### config.mk
export PLATFORM = sky130hd
export DESIGN_NAME = ddr_ser_tx
export DESIGN_NICKNAME = d
export VERILOG_FILES = /design/src/rtl/ddr_pkg.sv /design/src/rtl/ddr_ser_tx.sv
export SDC_FILE = /design/constraint.sdc
export NUM_CORES = 1
export LEC_CHECK = 0
export ABC_CLOCK_PERIOD_IN_PS = 1620
export CELL_PAD_IN_SITES_DETAIL_PLACEMENT = 1
export CELL_PAD_IN_SITES_GLOBAL_PLACEMENT = 1
export CORE_MARGIN = 10
export CORE_UTILIZATION = 42
export CTS_CLUSTER_SIZE = 25
export DETAILED_ROUTE_END_ITERATION = 16
export GPL_ROUTABILITY_DRIVEN = 0
export HOLD_SLACK_MARGIN = 0.02
export PLACE_DENSITY = 0.82
export SLEW_MARGIN = 15
export SYNTH_ARGS = -nofsm -noshare
export SYNTH_HDL_FRONTEND = slang
export SYNTH_SLANG_ARGS = --single-unit
### constraint.sdc
create_clock -name clk_i -period 1.62 [get_ports clk_i]
set_input_delay 0.162 -clock clk_i [delete_from_list [all_inputs] [get_ports clk_i]]
set_output_delay 0.162 -clock clk_i [all_outputs]
set_load 0.05 [all_outputs]
### src/rtl/ddr_pkg.sv
// Shared types and constants for the DDR output path.
package ddr_pkg;

    // One rising/falling bit pair: [0] leaves on the rising half, [1] on the falling half.
    typedef logic [1:0] ddr_pair_t;

    typedef enum logic {
        IDLE  = 1'b0,
        SHIFT = 1'b1
    } ddr_ser_state_e;

    localparam ddr_pair_t DDR_IDLE_PAIR = 2'b00;

endpackage

### src/rtl/ddr_ser_tx.sv
// Parallel-to-DDR serializer: W-bit words in on valid/ready, one bit pair out per clock.
// A single holding register lets the next word load on the same edge the last pair
// of the current word leaves, so back-to-back words stream without an idle gap.
module ddr_ser_tx #(
    parameter int unsigned W         = 8,
    parameter bit          LSB_FIRST = 1'b0,
    parameter logic [1:0]  IDLE      = ddr_pkg::DDR_IDLE_PAIR
) (
    input  logic         clk_i,
    input  logic         rst_i,
    input  logic [W-1:0] data_i,
    input  logic         valid_i,
    output logic         ready_o,
    output logic [1:0]   ddr_o,
    output logic         frame_o,
    output logic         busy_o,
    output logic         underrun_o
);

    import ddr_pkg::ddr_pair_t;
    import ddr_pkg::ddr_ser_state_e;

    localparam int unsigned NPAIR    = W / 2;
    localparam int unsigned CW       = $clog2(NPAIR);
    localparam logic [CW-1:0] CNT_LAST = CW'(NPAIR - 1);

    ddr_ser_state_e state;
    logic [W-1:0]   sr;
    logic [W-1:0]   hold;
    logic           hold_vld;
    logic [CW-1:0]  cnt;
    logic           load_c;

    // Pair that leaves first from a word, in the configured bit order.
    function automatic ddr_pair_t first_pair(input logic [W-1:0] w);
        if (LSB_FIRST) begin
            return {w[1], w[0]};
        end
        return {w[W-2], w[W-1]};
    endfunction

    // Drop the pair just emitted so the next one sits at the exit end.
    function automatic logic [W-1:0] shift2(input logic [W-1:0] w);
        if (LSB_FIRST) begin
            return w >> 2;
        end
        return w << 2;
    endfunction

    // Holding register empty is the only ready condition; no path from valid_i.
    assign ready_o = ~hold_vld;

    // A held word loads when idle or when the last pair of the current word is out.
    assign load_c = hold_vld && ((state == ddr_pkg::IDLE) || (cnt == '0));

    // Handshake capture, shifter, pair counter and state machine.
    always_ff @(posedge clk_i or posedge rst_i) begin
        if (rst_i) begin
            state      <= ddr_pkg::IDLE;
            sr         <= '0;
            hold       <= '0;
            hold_vld   <= 1'b0;
            cnt        <= '0;
            ddr_o      <= IDLE;
            frame_o    <= 1'b0;
            busy_o     <= 1'b0;
            underrun_o <= 1'b0;
        end else begin
            underrun_o <= 1'b0;

            if (valid_i && !hold_vld) begin
                hold     <= data_i;
                hold_vld <= 1'b1;
            end

            case (state)
                ddr_pkg::IDLE: begin
                    if (load_c) begin
                        sr       <= shift2(hold);
                        ddr_o    <= first_pair(hold);
                        cnt      <= CNT_LAST;
                        frame_o  <= 1'b1;
                        busy_o   <= 1'b1;
                        hold_vld <= 1'b0;
                        state    <= ddr_pkg::SHIFT;
                    end else begin
                        ddr_o   <= IDLE;
                        frame_o <= 1'b0;
                        busy_o  <= 1'b0;
                    end
                end
                ddr_pkg::SHIFT: begin
                    if (cnt != '0) begin
                        sr      <= shift2(sr);
                        ddr_o   <= first_pair(sr);
                        cnt     <= cnt - CW'(1);
                        frame_o <= 1'b0;
                    end else if (load_c) begin
                        sr       <= shift2(hold);
                        ddr_o    <= first_pair(hold);
                        cnt      <= CNT_LAST;
                        frame_o  <= 1'b1;
                        busy_o   <= 1'b1;
                        hold_vld <= 1'b0;
                    end else begin
                        ddr_o      <= IDLE;
                        frame_o    <= 1'b0;
                        busy_o     <= 1'b0;
                        underrun_o <= 1'b1;
                        state      <= ddr_pkg::IDLE;
                    end
                end
            endcase
        end
    end

endmodule

==> impl_metrics.toml <==
[run]
cap_violations = 0

[place]
place_inst = 116
placed_cell_area_mm2 = 0.00122
place_hpwl_um = 1380
portBuffers = 16
pre_cts_ws_ps = 149

[route]
routed_wl_um = 1860
wl_per_cell_um = 15.5
drc = 0
ant_nets = 0
dr.pass1.iters = 3
num_vias = 610
drt_iter0_drc = 8
vias_per_cell = 5.08

[synth]
synth_top_family_by_area = "multiplexers"
synth_area_mm2 = 0.00106
synth_cell_type_count = 20
yosys.area_share.simple = 0.0437
synth_mux_area_frac = 0.237
synth_top_area_frac = 0.590
synth_compound_area_frac = 0.0697
synth.net_count = 85
synthTopCellsByArea = "dfrtp_1, mux2_2, mux2_4"
synth_enable_flop_cells = 0
ys_seq_elements = 25
synth_seq_area_share = 0.590
synth_flop_cell = "dfrtp_1"
yosysMostFrequentCell = "dfrtp_1"
ys_warn_count = 0
synthXorXnorAreaFrac = 0.00826
synthAdderAreaFrac = 0
synth_top_area_cell = "dfrtp_1"
synthCells = 74
synth_common_cells = "dfrtp_1, mux2_2, buf_2, mux2_4, nand2_1"
syn_avg_cell_area_um2 = 14.3
postSynth.asyncResetShare = 1.00

[sta]
relSlewSlack = 0.782
tightest_slew_ps = 327
setup_viol = 0
final.setup.worst_slack_ps = 153
grt_setup_unrepaired = "no"
period_needed_ps = 1470
tns_ps = 0
finalHoldViolations = 0
drv_slew = 0
holdWs_ps = 186
max_freq_mhz = 682
finalClockSkew_ps = 2.42
fin_crit_sh = 0.906

[setup_path]
reg2reg_depth = 3
cp.arrival_ps = 1310
cp_max_fo = 15
cp-start-kind = "flop"
critPathKind = "flop to output pin"
worstPathRequired_ps = 1460
endpoint_kind = "output pin"

[finish]
area_delta_synth_final_pct = 18.4
antenna_cells = 0
post-route-util = 0.516
instances_no_fill = 120
drive_above_1_share = 0.389
finalNetCount = 102
final_area_mm2 = 0.00125

[pwr]
p_per_area_mw_per_mm2 = 2060
p_switching_uw = 980
ir_drop_uv = 1130
clockPowerShare = 0.108
p_seq_frac = 0.449
p_leak_nw = 0.572
p_int_mw = 1.60
p_comb_frac = 0.443
finalPower_mw = 2.58
switching_share = 0.379

[die]
rows = 18
fp.dieH_um = 70.2
start_util = 0.436
ios = 17
chipWidth_um = 70.2
die_area_mm2 = 0.00493
core_mm2 = 0.00243

[cts]
clock-root-buffer = "clkbuf_4"
cts.clk_slew.worst_paths_ps = 140
htreeDepth = 1
cts_tree = "built"
numCtsBuffers = 3
clock-sinks = 25
clk-insertion-delay-late_ps = 310
cts_buffer_depth = 2

[global_route]
grt_usage = 0.0775
overflow = 0
grt_pass1_wl_um = 3280
grt_max_degree = 26
grt_pass1_vias = 695
antenna_found_initial = 0

[hold_path]
hp-class = "input pin to asynchronous set/reset pin"

[status]
status = "complete, no violations"
[logic make-up (layout without fill, tap and decap cells)]
kind of cell / after synthesis / count (layout)
mux: 21 / 21
xor+xnor: 1 / 1
flops: 25 / 25
buf+inv: 8 / 24
simple gates: 9 / 9
compound gates: 10 / 10
[layout make-up]
class	count	area, um^2
Clock inverter	1	7.51
Tap cell	30	37.5
Multi-Input combinational cell	41	380
Inverter	2	7.51
Fill cell	253	1180
Timing Repair Buffer	18	173
Clock buffer	3	22.5
Sequential cell	25	627
[state kept, by name (all words and copies together) (netlist names)]
register    count
hold            8
sr              8
cnt             2
ddr_o           2
busy_o          1
frame_o         1
hold_vld        1
state           1
underrun_o      1
[what timing repair did]
| item | 4_1_cts | 5_1_grt |
|---|---|---|
| endpoints found under the setup margin | 1 | 0 |
| setup buffers | 0 | 0 |
| gates resized for setup | 1 | 0 |
| hold buffers | 0 | 0 |
[per-layer routing]
layer / track usage / wire [um] / vias to the layer above
met5: 0 / 0 / -
met4: 0.0132 / 0 / 0
met3: 0.0268 / 80 / 0
met2: 0.134 / 970 / 11
met1: 0.0906 / 813 / 315
li1: - / - / 284
[power by group through the flow]
stage / clock [mW] / combinational, mW / sequential [mW]
after floorplan: 0 / 0.915 / 1.17
after global placement: 0 / 1.13 / 1.15
after detailed placement: 0 / 1.16 / 1.18
after CTS: 0.298 / 1.17 / 1.16
after global routing: 0.328 / 1.24 / 1.21
final: 0.279 / 1.14 / 1.16
[layout by cell type (no fill, tap or decap), drive strengths merged]
cell and instances:
a211oi 1, and3 2, o21ai 3, o21a 1
dfrtp 25, o211ai 2, clkinvlp 1, inv 2
nor2b 1, clkbuf 3, xor2 1, nand2 3
mux2 21, nor2 2, a21o 1, a21oi 2
buf 8, nor4b 1, clkdlybuf4s50 10
[critical path, cell delays in order (launching register included)]
cell	delay (ps)
dfrtp_2	590
inv_1	210
buf_12	190
[final timing paths]
| check | start | endpoint | slack, ps |
|---|---|---|---|
| max in group asynchronous | rst_i | hold_vld | 1180 |
| setup reg to reg | hold_vld | hold[7] | 270 |
| min in group clk_i | data_i[2] | hold[2] | 440 |
| setup / recovery | hold_vld | ready_o | 150 |
| hold / removal | rst_i | ddr_o[1] | 190 |
| hold reg to reg | hold[2] | hold[2] | 520 |
No activity file was read; power rests on OpenSTA's default activity.
